<file path="src/rtl/reaction_timer_pkg.sv">
// Shared types and default constants for the reaction-timer game controller.
package reaction_timer_pkg;

    localparam int MS_W            = 14;
    localparam int WAIT_W          = 16;
    localparam int DEF_TICK_CYCLES = 50_000;
    localparam int DEF_MIN_WAIT_MS = 2000;
    localparam int DEF_MAX_MS      = 9999;

    typedef enum logic [2:0] {
        IDLE,
        ARM,
        WAIT,
        TIMING,
        DONE,
        EARLY
    } state_t;

endpackage

</file>
<file path="src/rtl/reaction_timer_controller_ms_tick.sv">
// Millisecond prescaler: counts TICK_CYCLES clocks while enabled and pulses
// tick_o on the last count, wrapping back to zero.
module ms_tick_generator #(
    parameter int TICK_CYCLES = 50_000
) (
    input  logic clk_i,
    input  logic reset_i,
    input  logic clear_i,
    input  logic en_i,
    output logic tick_o
);

    localparam int CNT_W = (TICK_CYCLES > 1) ? $clog2(TICK_CYCLES) : 1;
    localparam logic [CNT_W-1:0] LAST = CNT_W'(TICK_CYCLES - 1);

    logic [CNT_W-1:0] cnt;

    assign tick_o = en_i && !clear_i && (cnt == LAST);

    always_ff @(posedge clk_i or posedge reset_i) begin
        if (reset_i) begin
            cnt <= '0;
        end else if (clear_i || !en_i) begin
            cnt <= '0;
        end else if (cnt == LAST) begin
            cnt <= '0;
        end else begin
            cnt <= cnt + CNT_W'(1);
        end
    end

endmodule

</file>
<file path="src/rtl/reaction_timer_controller.sv">
// Reaction-timer sequencer: arms a random delay, lights the stimulus LED and
// measures the player's reaction in milliseconds, flagging cheats and timeouts.
module reaction_timer_controller
    import reaction_timer_pkg::*;
#(
    parameter int COUNT_N     = 30,
    parameter int TICK_CYCLES = DEF_TICK_CYCLES,
    parameter int MIN_WAIT_MS = DEF_MIN_WAIT_MS,
    parameter int RAND_BITS   = 11,
    parameter int MAX_MS      = DEF_MAX_MS
) (
    input  logic               clk_i,
    input  logic               reset_i,
    input  logic               start_i,
    input  logic               stop_i,
    input  logic               clear_i,
    input  logic [COUNT_N-1:0] random_delay_i,
    output logic               sample_o,
    output logic               led_o,
    output logic               busy_o,
    output logic [MS_W-1:0]    reaction_ms_o,
    output logic               done_o,
    output logic               early_o,
    output logic               timeout_o
);

    localparam logic [MS_W-1:0] MS_LAST = MS_W'(MAX_MS - 1);
    localparam logic [MS_W-1:0] MS_MAX  = MS_W'(MAX_MS);

    state_t              state;
    logic [WAIT_W-1:0]   wait_ms;
    logic [WAIT_W-1:0]   wait_load;
    logic [MS_W-1:0]     ms_cnt;
    logic [MS_W-1:0]     reaction_ms;
    logic                timeout;
    logic                counting;
    logic                tick;
    logic                unused_rand_bits;

    assign unused_rand_bits = ^random_delay_i[COUNT_N-1:RAND_BITS];
    assign wait_load = WAIT_W'(MIN_WAIT_MS) + WAIT_W'(random_delay_i[RAND_BITS-1:0]);

    // ARM keeps the prescaler at zero so WAIT always starts on a full millisecond.
    assign counting = (state == WAIT) || (state == TIMING);

    ms_tick_generator #(
        .TICK_CYCLES(TICK_CYCLES)
    ) u_ms_tick (
        .clk_i  (clk_i),
        .reset_i(reset_i),
        .clear_i(!counting),
        .en_i   (counting),
        .tick_o (tick)
    );

    always_ff @(posedge clk_i or posedge reset_i) begin
        if (reset_i) begin
            state       <= IDLE;
            wait_ms     <= '0;
            ms_cnt      <= '0;
            reaction_ms <= '0;
            timeout     <= 1'b0;
        end else if (clear_i) begin
            state       <= IDLE;
            wait_ms     <= '0;
            ms_cnt      <= '0;
            reaction_ms <= '0;
            timeout     <= 1'b0;
        end else begin
            case (state)
                IDLE, DONE: begin
                    if (start_i) begin
                        state       <= ARM;
                        reaction_ms <= '0;
                        timeout     <= 1'b0;
                    end
                end
                ARM: begin
                    wait_ms <= wait_load;
                    ms_cnt  <= '0;
                    state   <= WAIT;
                end
                WAIT: begin
                    if (stop_i) begin
                        state <= EARLY;
                    end else if (tick) begin
                        wait_ms <= wait_ms - WAIT_W'(1);
                        if (wait_ms == WAIT_W'(1)) begin
                            state  <= TIMING;
                            ms_cnt <= '0;
                        end
                    end
                end
                TIMING: begin
                    // A stop coinciding with a tick reports the pre-tick count.
                    if (stop_i) begin
                        state       <= DONE;
                        reaction_ms <= ms_cnt;
                    end else if (tick) begin
                        if (ms_cnt == MS_LAST) begin
                            state       <= DONE;
                            reaction_ms <= MS_MAX;
                            timeout     <= 1'b1;
                        end else begin
                            ms_cnt <= ms_cnt + MS_W'(1);
                        end
                    end
                end
                EARLY: begin
                    state <= EARLY;
                end
                default: begin
                    state <= IDLE;
                end
            endcase
        end
    end

    assign sample_o      = !reset_i && !clear_i && start_i &&
                           ((state == IDLE) || (state == DONE));
    assign led_o         = (state == TIMING);
    assign busy_o        = (state == ARM) || (state == WAIT) || (state == TIMING);
    assign done_o        = (state == DONE);
    assign early_o       = (state == EARLY);
    assign timeout_o     = timeout;
    assign reaction_ms_o = reaction_ms;

endmodule

</file>
<file path="config.mk">
export PLATFORM = sky130hd
export DESIGN_NAME = reaction_timer_controller
export DESIGN_NICKNAME = d
export VERILOG_FILES = /design/src/rtl/reaction_timer_pkg.sv /design/src/rtl/reaction_timer_controller_ms_tick.sv /design/src/rtl/reaction_timer_controller.sv
export SDC_FILE = /design/constraint.sdc
export NUM_CORES = 1
export LEC_CHECK = 0
export BUFFER_PORTS_ARGS = -buffer_cell sky130_fd_sc_hd__buf_2
export CORE_ASPECT_RATIO = 0.9
export CORE_MARGIN = 1
export CORE_UTILIZATION = 35
export DETAILED_ROUTE_END_ITERATION = 12
export MAX_ROUTING_LAYER = met4
export PLACE_DENSITY = 0.57
export SYNTH_ARGS = -nofsm -noshare
export SYNTH_HDL_FRONTEND = slang
export SYNTH_SLANG_ARGS = --single-unit
</file>
<file path="constraint.sdc">
create_clock -name clk_i -period 6.5 [get_ports clk_i]
set_clock_uncertainty 0.05 [all_clocks]
set_input_delay 1.3 -clock clk_i [delete_from_list [all_inputs] [get_ports clk_i]]
set_output_delay 1.3 -clock clk_i [all_outputs]
set_load 0.01 [all_outputs]
</file>
Word-level counts from Yosys, hierarchy flattened
Index checks and enable logic that the tools add are counted.
{ "word_totals": {"ff_bits": 64, "inputBits": 35, "out_inout_bits": 20, "word_cells": 85} }
{ "op_classes": {"n_addsub": 4, "n_eq_ne": 20, "mux": 35, "n_reduce_logical": 20} }
{ "op_table": {"columns": ["operator", "count"], "rows": [
  ["2-to-1 mux 14 bit", 12],
  ["2-to-1 mux 16 bit", 5],
  ["one-hot mux 14 bit (3 select lines)", 1],
  ["one-hot mux 16 bit (2 select lines)", 1],
  ["one-hot mux 14 bit (2 select lines)", 1],
  ["2-to-1 mux 3 bit", 8],
  ["adder 16 x 1 -> 16 bit (second input constant)", 1],
  ["equality test 16 x 1 -> 1 bit (second input constant)", 1],
  ["equality test 16 bit (second input constant)", 1],
  ["subtractor 16 x 1 -> 16 bit (second input constant)", 1],
  ["!= test 3 bit (second input constant)", 5],
  ["one-hot mux 3 bit (5 select lines)", 1],
  ["adder 14 x 1 -> 14 bit (second input constant)", 1],
  ["equality test 14 bit (second input constant)", 1],
  ["adder 11 x 11 -> 12 bit (first input constant)", 1],
  ["!= test 4 x 3 -> 1 bit (second input constant)", 3],
  ["AND reduction 5 bit", 2],
  ["!= test 3 x 2 -> 1 bit (second input constant)", 3],
  ["AND reduction 7 bit", 1],
  ["equality test 3 x 2 -> 1 bit (second input constant)", 2],
  ["equality test 3 bit (second input constant)", 2],
  ["nonzero test 3 bit", 2],
  ["2-to-1 mux 1 bit", 5],
  ["logical AND 1 bit", 4],
  ["10 further kinds", 14]
]} }

Logic depth before layout (Yosys ltp)
Gate-level depths: netlist (run 1).
{ "depth": {"depth_word": 7, "ltp_mapped": 9, "depth_no_buf": 7} }

Cells and area by module
Synthesis (run 1) repeated with hierarchy kept, for this count alone.
{ "unflattened": {"cells_unflattened": 427, "area_unflattened_um2": 3868.7} }
{ "by_module_without_submodules": {"columns": ["mod", "n_inst", "cells_each", "area_each_um2", "seq_area_each_um2"], "rows": [
  ["reaction_timer_controller", 1, 344, 2936.6, 1201.2],
  ["ms_tick_generator", 1, 83, 932.1, 400.4]
]} }

Least setup slack after synthesis (run 1)
OpenSTA, ideal clock, no wires.
{ "synth_path": {"kind": "input to output", "start": "input port reset_i", "end": "output port sample_o", "arrival_time_ns": 3.063, "required_ns": 5.150, "slack_ns": 2.087, "stages": 2, "n_path_buf": 0, "cell_sequence": "inv_1 and4_1"} }
{ "synth_via": {"elab_chain_cells": 4} }
{ "synth_lines": {"columns": ["element", "line_no", "rtl"], "rows": [
  ["from (decl)", "reaction_timer_controller.sv:13", "input logic reset_i,"],
  ["zero test 1 bit (no source line)", null, null],
  ["logical AND 1 bit (3 in a row)", "reaction_timer_controller.sv:119", "assign sample_o = !reset_i && !clear_i && start_i &&"],
  ["to (decl)", "reaction_timer_controller.sv:18", "output logic sample_o,"]
]} }
Every way passes these cells.

Worst setup path in the final report (run 1)
{ "layout_path": {"start": "input port clear_i", "end": "register ms_cnt[4]"} }
{ "layout_via": {"elab_chain_cells": 2, "word_cells_on_any_way": 9, "cone_classes": "6 x eq/ne; 1 x mux; 2 x reduce/logical"} }
{ "layout_lines": {"columns": ["element", "line_no", "rtl"], "rows": [
  ["from (decl)", "reaction_timer_controller.sv:16", "input logic clear_i,"],
  ["!= test 3 x 2 -> 1 bit (no source line), or another cell as far along", null, null],
  ["AND reduction 7 bit (no source line)", null, null],
  ["to (signal assigned)", "reaction_timer_controller.sv:105", "ms_cnt <= ms_cnt + MS_W'(1);"],
  ["to (decl)", "reaction_timer_controller.sv:33", "logic [MS_W-1:0] ms_cnt;"]
]} }
Parallel ways exist; a longest one is shown, timed or not.
A chain may end at the register's enable or synchronous reset.

==> impl_metrics.ini, run 1 <==
[global_routing]
grt_first_pass_wirelength_mm = 15.3
antenna_found_initial = 1
grt_pass1_vias = 3122
grt_overflow = 0
grt_max_degree = 65
grt_use_total = 0.189

[timing]
finalHoldViolCount = 0
period_minus_slack_ns = 3.47
fin_ws_ns = 3.03
setup_tns_ns = 0
fin_crit_sh = 0.533
rsz0062_at_grt = false
slew_headroom = 0.324
max_clock_freq_mhz = 288
setup_viol = 0
drv_slew = 0
worst_slew_pin_slew_ns = 1.01

[synthesis]
syn_area_per_cell_um2 = 9.17
netlist_instances = 399
synth.distinct_cells = 61
synth_edf_count = 0
netlist_area_um2 = 3660
synth_warnings = 0
seq_area_frac_synth = 0.438
synth_seq_cells = 64
async_reset_ff_frac = 1.00
syn_nets = 440
synth_ff_type = dfrtp_1

[routing]
firstDrtPassIters = 5
drc = 0
routed_wl_mm = 8.99
ant_nets = 0
viasPerCell = 5.64
dr_total_vias = 3166
avgRoutedWirePerCell_um = 16.0
drtIter0Drc = 145

[outcome]
status = complete, no violations

[setup_path]
max_stage_delay_ns = 0.97
crit_buf_inv = 2
timing.rr.start = state[2]$_DFFE_PP0P_
slowest_stage = a21oi_1
startpoint = clear_i
r2r-end = ms_cnt[4]$_DFFE_PP0P_
cp.depth = 6
endpoint_kind = flop
cp-endpoint = ms_cnt[4]$_DFFE_PP0P_
reg2reg_slack_ns = 3.62
critPathTopFamily = compound AO/OA/AOI/OAI gates
crit_type = in2reg
cp_max_fo = 14
path_cells = buf_2 -> inv_1 -> nand3_1 -> a21oi_1 -> nor2_1 -> a31oi_1
worstPathRequired_ns = 6.69
crit_arrival_ns = 3.66
crit_path_start_kind = input port
rr_worst_depth = 5

[place]
pre_cts_ws_ns = 2.70
portBuffers = 35
dp_hpwl_mm = 6.18
place_congestion = 0.877

[cells_and_area]
multi_input_area_um2 = 1920
drive_gt1_frac = 0.146
fillers = 1010
utilization = 0.415
layout_common_cells = dfrtp_1, nor2_1, buf_2
final-seq-area_um2 = 1600
area_growth_pct = 15.9
n_antenna_cell = 0
nNetsFinal = 468
final_common_cell = dfrtp_1

[floorplanning]
ioPinCount = 55
rows = 35
initial_utilization = 0.358
die_h_um = 99.0
dieArea_um2 = 10900
dieWidth_um = 110
fp.coreArea_um2 = 10200

[pwr]
ir_drop_v = 0.000164
pwr_density_cell_nw_per_um2 = 299
p_total_uw = 1270
p_leak_uw = 0.00181

[clock_tree]
cts_root_buffer = clkbuf_16
postCtsSetupBuffers = 0
h-tree-depth = 3
cts_tree = yes
cts-buffers-inserted = 9
ctsResizeCount = 0
cts_hold_buf = 0
clock-sinks = 64
clock_path_buffers = 2
clk_pin_slew_ns = 0.06
clkLatencyLatePin_ns = 0.34

[run]
cap_violations = 0

[min_path]
min_path_type = reg2reg
## Yosys cell counts, types with 6 or more instances
library cell,instances,area (um2)
xnor2_1,10,87.6
nand4_1,7,43.8
and3_1,7,43.8
inv_1,14,52.6
buf_2,9,45.0
o31ai_1,7,52.6
nor3_1,15,75.1
a22o_1,6,52.6
nand2_1,21,78.8
and4_1,6,52.6
a21oi_1,27,135
nor2_1,40,150
nand2b_1,6,37.5
xor2_1,7,61.3
a31oi_1,11,68.8
dfrtp_1,64,1600
clkbuf_1,11,41.3
o21ai_0,28,140
nand3_1,14,70.1
ha_1,6,75.1
## worst min path at each step
stage / startpoint / to / slack, ns / cells after the start
after floorplan: u_ms_tick.cnt[0]$_DFF_PP0_ / u_ms_tick.cnt[0]$_DFF_PP0_ / 0.38 / 1
after global placement: u_ms_tick.cnt[0]$_DFF_PP0_ / u_ms_tick.cnt[0]$_DFF_PP0_ / 0.39 / 1
after detailed placement: u_ms_tick.cnt[0]$_DFF_PP0_ / u_ms_tick.cnt[0]$_DFF_PP0_ / 0.40 / 1
after CTS: u_ms_tick.cnt[0]$_DFF_PP0_ / u_ms_tick.cnt[0]$_DFF_PP0_ / 0.41 / 1
after global routing: u_ms_tick.cnt[0]$_DFF_PP0_ / u_ms_tick.cnt[0]$_DFF_PP0_ / 0.44 / 1
final: u_ms_tick.cnt[0]$_DFF_PP0_ / u_ms_tick.cnt[0]$_DFF_PP0_ / 0.41 / 1
## per-layer routing
layer / vias up / share of wire / GRT usage
li1: 1539 / - / -
met1: 1529 / 0.51 / 0.258
met2: 86 / 0.43 / 0.269
met3: 12 / 0.047 / 0.0463
met4: 0 / 0.013 / 0.0708
met5: - / 0 / -
## flip-flops by register name, summed over array words and instances, names as in the netlist
| signal | flops |
|---|---|
| ms_cnt | 14 |
| reaction_ms_o | 14 |
| state | 3 |
| timeout_o | 1 |
| u_ms_tick.cnt | 16 |
| wait_ms | 16 |
## power breakdown
part           leakage, uW  internal, uW  total (uW)  switching, uW
combinational     0.000785           102         271            168
sequential        0.000873           435         478           43.6
clock             0.000154           346         517            171
total              0.00181           883        1270            383
## area by class of cell
type	instances	area share
Timing Repair Buffer	37	0.0449
Clock buffer	13	0.0590
Sequential cell	64	0.378
Multi-Input combinational cell	301	0.452
Inverter	14	0.0124
Clock inverter	3	0.0154
Tap cell	129	0.0381
## logic make-up after synthesis
logic type / Yosys count / synth area share
buffers and inverters: 34 / 0.0380
adders and majority gates: 6 / 0.0205
and+or+nand+nor: 155 / 0.239
DFF: 64 / 0.438
muxes: 7 / 0.0198
AOI/OAI and AO/OA: 116 / 0.204
xor gates and xnor gates: 17 / 0.0407
## per-stage QoR
step | hold slack, ns | instances | instance area [um2]
5_1_grt | 0.444 | 561 | 4240
4_1_cts | 0.411 | 561 | 4240
2_1_floorplan | 0.375 | 399 | 3660
3_5_place_dp | 0.404 | 545 | 3920
3_3_place_gp | 0.392 | 545 | 3920
6_report | 0.409 | 561 | 4240
(Power assumes the default switching activity.)
==> run 2, diff against run 1 <==
Clock period 6.5 ns to 3.6 ns, I/O delays scaled along.
==> run 2 against run 1 <==
Combinational power is 85% higher. Flip-flop and latch count is the same. Power increased by 87%. Largest cell class unchanged. Register-to-register slack worse by 2.6 ns. Critical path type is now reg2reg. Worst hold slack lost 0.0098 ns. Clock-buffer cell count is 3 lower. Critical path depth did not move. Core utilization increased by 0.58 points. Final cell count is 0.89% higher.
==> impl_metrics.ini, run 2 (same netlist as run 1, synthesis figures left out) <==
[timing]
drv_slew = 0
setup_viol = 0
setup_tns_ns = 0
max_clock_freq_mhz = 384
period_minus_slack_ns = 2.61
worst_slew_pin_slew_ns = 0.861
fin_crit_sh = 0.724
finalHoldViolCount = 0
slew_headroom = 0.426
whs_ns = 0.399
rsz0062_at_grt = false

[cells_and_area]
final-seq-area_um2 = 1600
n_antenna_cell = 0
final_common_cell = dfrtp_1
reg_top3 = u_ms_tick.cnt x16, wait_ms x16
fillers = 1006
drive_gt1_frac = 0.160
area_growth_pct = 17.5
layout_common_cells = dfrtp_1, nor2_1, buf_2
nNetsFinal = 473
multi_input_area_um2 = 1920

[pwr]
pwr_density_cell_nw_per_um2 = 550
ir_drop_v = 0.000215
p_leak_uw = 0.00185

[outcome]
status = complete, no violations

[setup_path]
crit_path_start_kind = flop
reg2reg_slack_ns = 0.99
rr_worst_depth = 6
cp_max_fo = 22
crit_arrival_ns = 2.81
crit_type = reg2reg
endpoint_kind = flop
worstPathRequired_ns = 3.80

[global_routing]
grt_use_total = 0.193
grt_overflow = 0
grt_max_degree = 65
grt_first_pass_wirelength_mm = 15.8
antenna_found_initial = 1
grt_pass1_vias = 3017

[routing]
ant_nets = 0
drc = 0
routed_wl_mm = 9.12
firstDrtPassIters = 4
viasPerCell = 5.64
dr_total_vias = 3193
drtIter0Drc = 205
avgRoutedWirePerCell_um = 16.1

[place]
place_congestion = 0.839
dp_hpwl_mm = 6.16
portBuffers = 35

[clock_tree]
clk_pin_slew_ns = 0.06
cts_tree = yes
h-tree-depth = 3
clkLatencyLatePin_ns = 0.33
postCtsSetupBuffers = 0
clock_path_buffers = 2
clock-sinks = 64
cts_hold_buf = 0
cts_root_buffer = clkbuf_16
ctsResizeCount = 0
cts-buffers-inserted = 9

[run]
cap_violations = 0

[min_path]
min_path_type = reg2reg
whs_path_depth = 1

[floorplanning]
fp.coreArea_um2 = 10200
initial_utilization = 0.358
dieArea_um2 = 10900
ioPinCount = 55
dieWidth_um = 110
die_h_um = 99.0
rows = 35
==> run 2: where the power goes <==
group | internal, uW | switching [uW]
Sequential | 784 | 76.4
Clock | 674 | 329
Combinational | 198 | 303
Total | 1660 | 709
==> run 2: layout make-up <==
type                    count  share of cell area
inverters                  14              0.0122
flip-flops and latches     64               0.373
repair buffers             42              0.0530
clock inverters             6              0.0250
multi-input cells         301               0.446
well taps                 129              0.0376
clock buffers              10              0.0533
==> run 2: worst paths after layout <==
kind	from	to
worst max register to register	u_ms_tick.cnt[11]$_DFF_PP0_	wait_ms[15]$_DFFE_PP0P_
worst min register to register	u_ms_tick.cnt[0]$_DFF_PP0_	u_ms_tick.cnt[0]$_DFF_PP0_
worst min-delay path	u_ms_tick.cnt[0]$_DFF_PP0_	u_ms_tick.cnt[0]$_DFF_PP0_
max in group asynchronous	reset_i	wait_ms[3]$_DFFE_PP0P_
worst max-delay path	u_ms_tick.cnt[11]$_DFF_PP0_	wait_ms[15]$_DFFE_PP0P_
min in group asynchronous	reset_i	ms_cnt[11]$_DFFE_PP0P_
==> run 2: per-stage QoR <==
stage | utilization | power [uW] | setup WS, ns | cells | area [um2]
2_1_floorplan | - | 1220 | 0.347 | 399 | 3660
3_3_place_gp | 0.388 | 1370 | 0.881 | 550 | 3960
3_5_place_dp | 0.388 | 1370 | 0.844 | 550 | 3960
4_1_cts | 0.421 | 2390 | 1.00 | 566 | 4300
5_1_grt | 0.421 | 2490 | 0.772 | 566 | 4300
6_report | 0.421 | 2360 | 0.993 | 566 | 4300
==> run 2: critical path, cell delays in order (launching register included) <==
cell and delay [ns]:
dfrtp_1 0.43, nor4b_2 0.40, and4_1 0.59, o22ai_1 0.14, buf_4 0.23, or4_1 0.51
a21oi_1 0.16
==> run 2: per-layer routing <==
layer	vias up	track usage	wire [um]
met4	0	0.0615	97
met3	7	0.0417	467
met1	1540	0.282	4590
met2	91	0.261	3970
met5	-	-	0
li1	1555	-	-
==> run 3, diff against run 2 <==
Settings changed: PLACE_DENSITY 0.57 to 0.59.
Clock period 3.6 ns to 2.35 ns, I/O delays scaled along.
==> run 3 against run 2 <==
Die area unchanged. Power is 48% higher. Worst hold slack got worse by 0.025 ns. Critical path depth grew 3. Clock power grew 33%. Largest power group unchanged. Highest routed layer unchanged.
==> impl_metrics.ini, run 3 (same netlist as run 1, synthesis figures left out) <==
[outcome]
status = complete, no violations

[cells_and_area]
layout_common_cells = dfrtp_1, nor2_1, buf_2
nNetsFinal = 498
multi_input_area_um2 = 1960
final_area_um2 = 4500
final_common_cell = dfrtp_1
final-seq-area_um2 = 1600
fillers = 1033
reg_top3 = u_ms_tick.cnt x16, wait_ms x16
drive_gt1_frac = 0.216
area_growth_pct = 22.9
n_antenna_cell = 0

[setup_path]
crit_arrival_ns = 2.38
critPathTopFamily = simple AND/OR/NAND/NOR gates
endpoint_kind = flop
slowest_stage = dfrtp_1
worstPathRequired_ns = 2.55
max_stage_delay_ns = 0.39
timing.rr.start = ms_cnt[0]$_DFFE_PP0P_
reg2reg_slack_ns = 0.17
r2r-end = ms_cnt[8]$_DFFE_PP0P_
crit_path_frequent_cell = buf_4
path_cells = inv_1 -> ha_1 -> nor4bb_1 -> nand4_1 -> buf_4 -> o22ai_2 -> buf_4 -> nor2_1 -> a31oi_1
crit_path_start_kind = flop
crit_buf_inv = 3
cp_max_fo = 6
crit_type = reg2reg
rr_worst_depth = 9

[place]
place_congestion = 0.844
portBuffers = 35
dp_hpwl_mm = 6.55
placed_area_um2 = 4140

[routing]
wl_met1_mm = 4.59
dr_total_vias = 3255
viasPerCell = 5.51
avgRoutedWirePerCell_um = 15.5
ant_nets = 0
drtIter0Drc = 194
routed_wl_mm = 9.19
maxUsedRoutingLayer = met4
firstDrtPassIters = 4
drc = 0
dr_wl_met3_um = 415
wl_met2_mm = 4.06

[min_path]
whs_endpoint = wait_ms[3]$_DFFE_PP0P_
min_path_type = in2reg
hold_path_startpoint = random_delay_i[3]
whs_path_depth = 3

[pwr]
p_clk_frac = 0.379
p_comb_frac = 0.246
pwr_density_cell_nw_per_um2 = 779
seq_power_share = 0.375
intPower_uw = 2430
p_total_uw = 3500
p_sw_uw = 1070
p_leak_uw = 0.00195
p_sw_frac = 0.306
ir_drop_v = 0.000357

[global_routing]
grt_use_total = 0.197
grt_max_degree = 65
grt_first_pass_wirelength_mm = 16.0
antenna_found_initial = 0
grt_pass1_vias = 3155
grt_overflow = 0

[clock_tree]
h-tree-depth = 3
cts_root_buffer = clkbuf_16
clk_pin_slew_ns = 0.05
clkLatencyLatePin_ns = 0.33
cts_tree = yes
cts_hold_buf = 0
cts-buffers-inserted = 9
clock_path_buffers = 2
clock-sinks = 64

[floorplanning]
dieArea_um2 = 10900
rows = 35
ioPinCount = 55
initial_utilization = 0.358
die_h_um = 99.0
dieWidth_um = 110
fp.coreArea_um2 = 10200

[run]
cap_violations = 0

[timing]
fin_crit_sh = 0.927
max_clock_freq_mhz = 459
setup_tns_ns = 0
period_minus_slack_ns = 2.18
drv_slew = 0
setup_viol = 0
whs_ns = 0.374
slew_headroom = 0.451
finalHoldViolCount = 0
worst_slew_pin_slew_ns = 0.824
[run 3: cell types whose count changed in the layout (fill, tap and decap cells not counted), moves of 2 or more]
| cell | previous run | this run |
|---|---|---|
| o22ai_1 | 5 | 3 |
| bufinv_16 | 3 | 0 |
| clkbuf_8 | 0 | 5 |
| buf_4 | 7 | 32 |
| o22ai_2 | 0 | 2 |
| clkinv_2 | 2 | 0 |
[run 3: worst max path at each step]
stage | startpoint | endpoint | slack (ns) | cells after the start
floorplan | reset_i | sample_o | -0.004 | 2
global placement | ms_cnt[0]$_DFFE_PP0P_ | ms_cnt[8]$_DFFE_PP0P_ | 0.11 | 8
detailed placement | ms_cnt[0]$_DFFE_PP0P_ | ms_cnt[8]$_DFFE_PP0P_ | 0.03 | 8
CTS | ms_cnt[0]$_DFFE_PP0P_ | ms_cnt[8]$_DFFE_PP0P_ | -0.0004 | 8
global route | wait_ms[1]$_DFFE_PP0P_ | ms_cnt[12]$_DFFE_PP0P_ | -0.0005 | 8
finish | ms_cnt[0]$_DFFE_PP0P_ | ms_cnt[8]$_DFFE_PP0P_ | 0.17 | 9
[run 3: cell type report]
class,count,share of cell area
clock buffer,15,0.0662
sequential,64,0.356
clock inverter,1,0.00167
inverter,14,0.0125
multi-input combinational,301,0.435
tap,129,0.0359
timing repair buffer,67,0.0924
[run 3: power groups by stage]
stage          clock [uW]  combinational, uW  sequential [uW]
2_1_floorplan           0                570             1310
3_3_place_gp            0                833             1330
3_5_place_dp            0                847             1330
4_1_cts              1360                854             1310
5_1_grt              1410                961             1330
6_report             1330                860             1310
[run 3: what timing repair did]
action	CTS	global route
pin swaps	0	2
resized for setup	0	6
setup buffers	0	2
setup endpoints to repair	1	38
[run 3: metrics by stage]
step | std cells | setup slack [ns] | utilization
after detailed placement | 573 | 0.0270 | 0.406
after floorplan | 399 | -0.00428 | -
after global placement | 573 | 0.109 | 0.406
after CTS | 589 | -0.000378 | 0.436
after global routing | 591 | -0.000506 | 0.441
final | 591 | 0.173 | 0.441
[run 3: worst min-delay path, delay by kind of cell]
kind            cells  cell delay (ns)
buf+inv             1             0.08
compound gates      2             0.18
[run 3: layer usage]
metal | track usage | vias up
li1 | - | 1604
met1 | 0.280 | 1561
met2 | 0.272 | 80
met3 | 0.0522 | 10
met4 | 0.0605 | 0
met5 | - | -
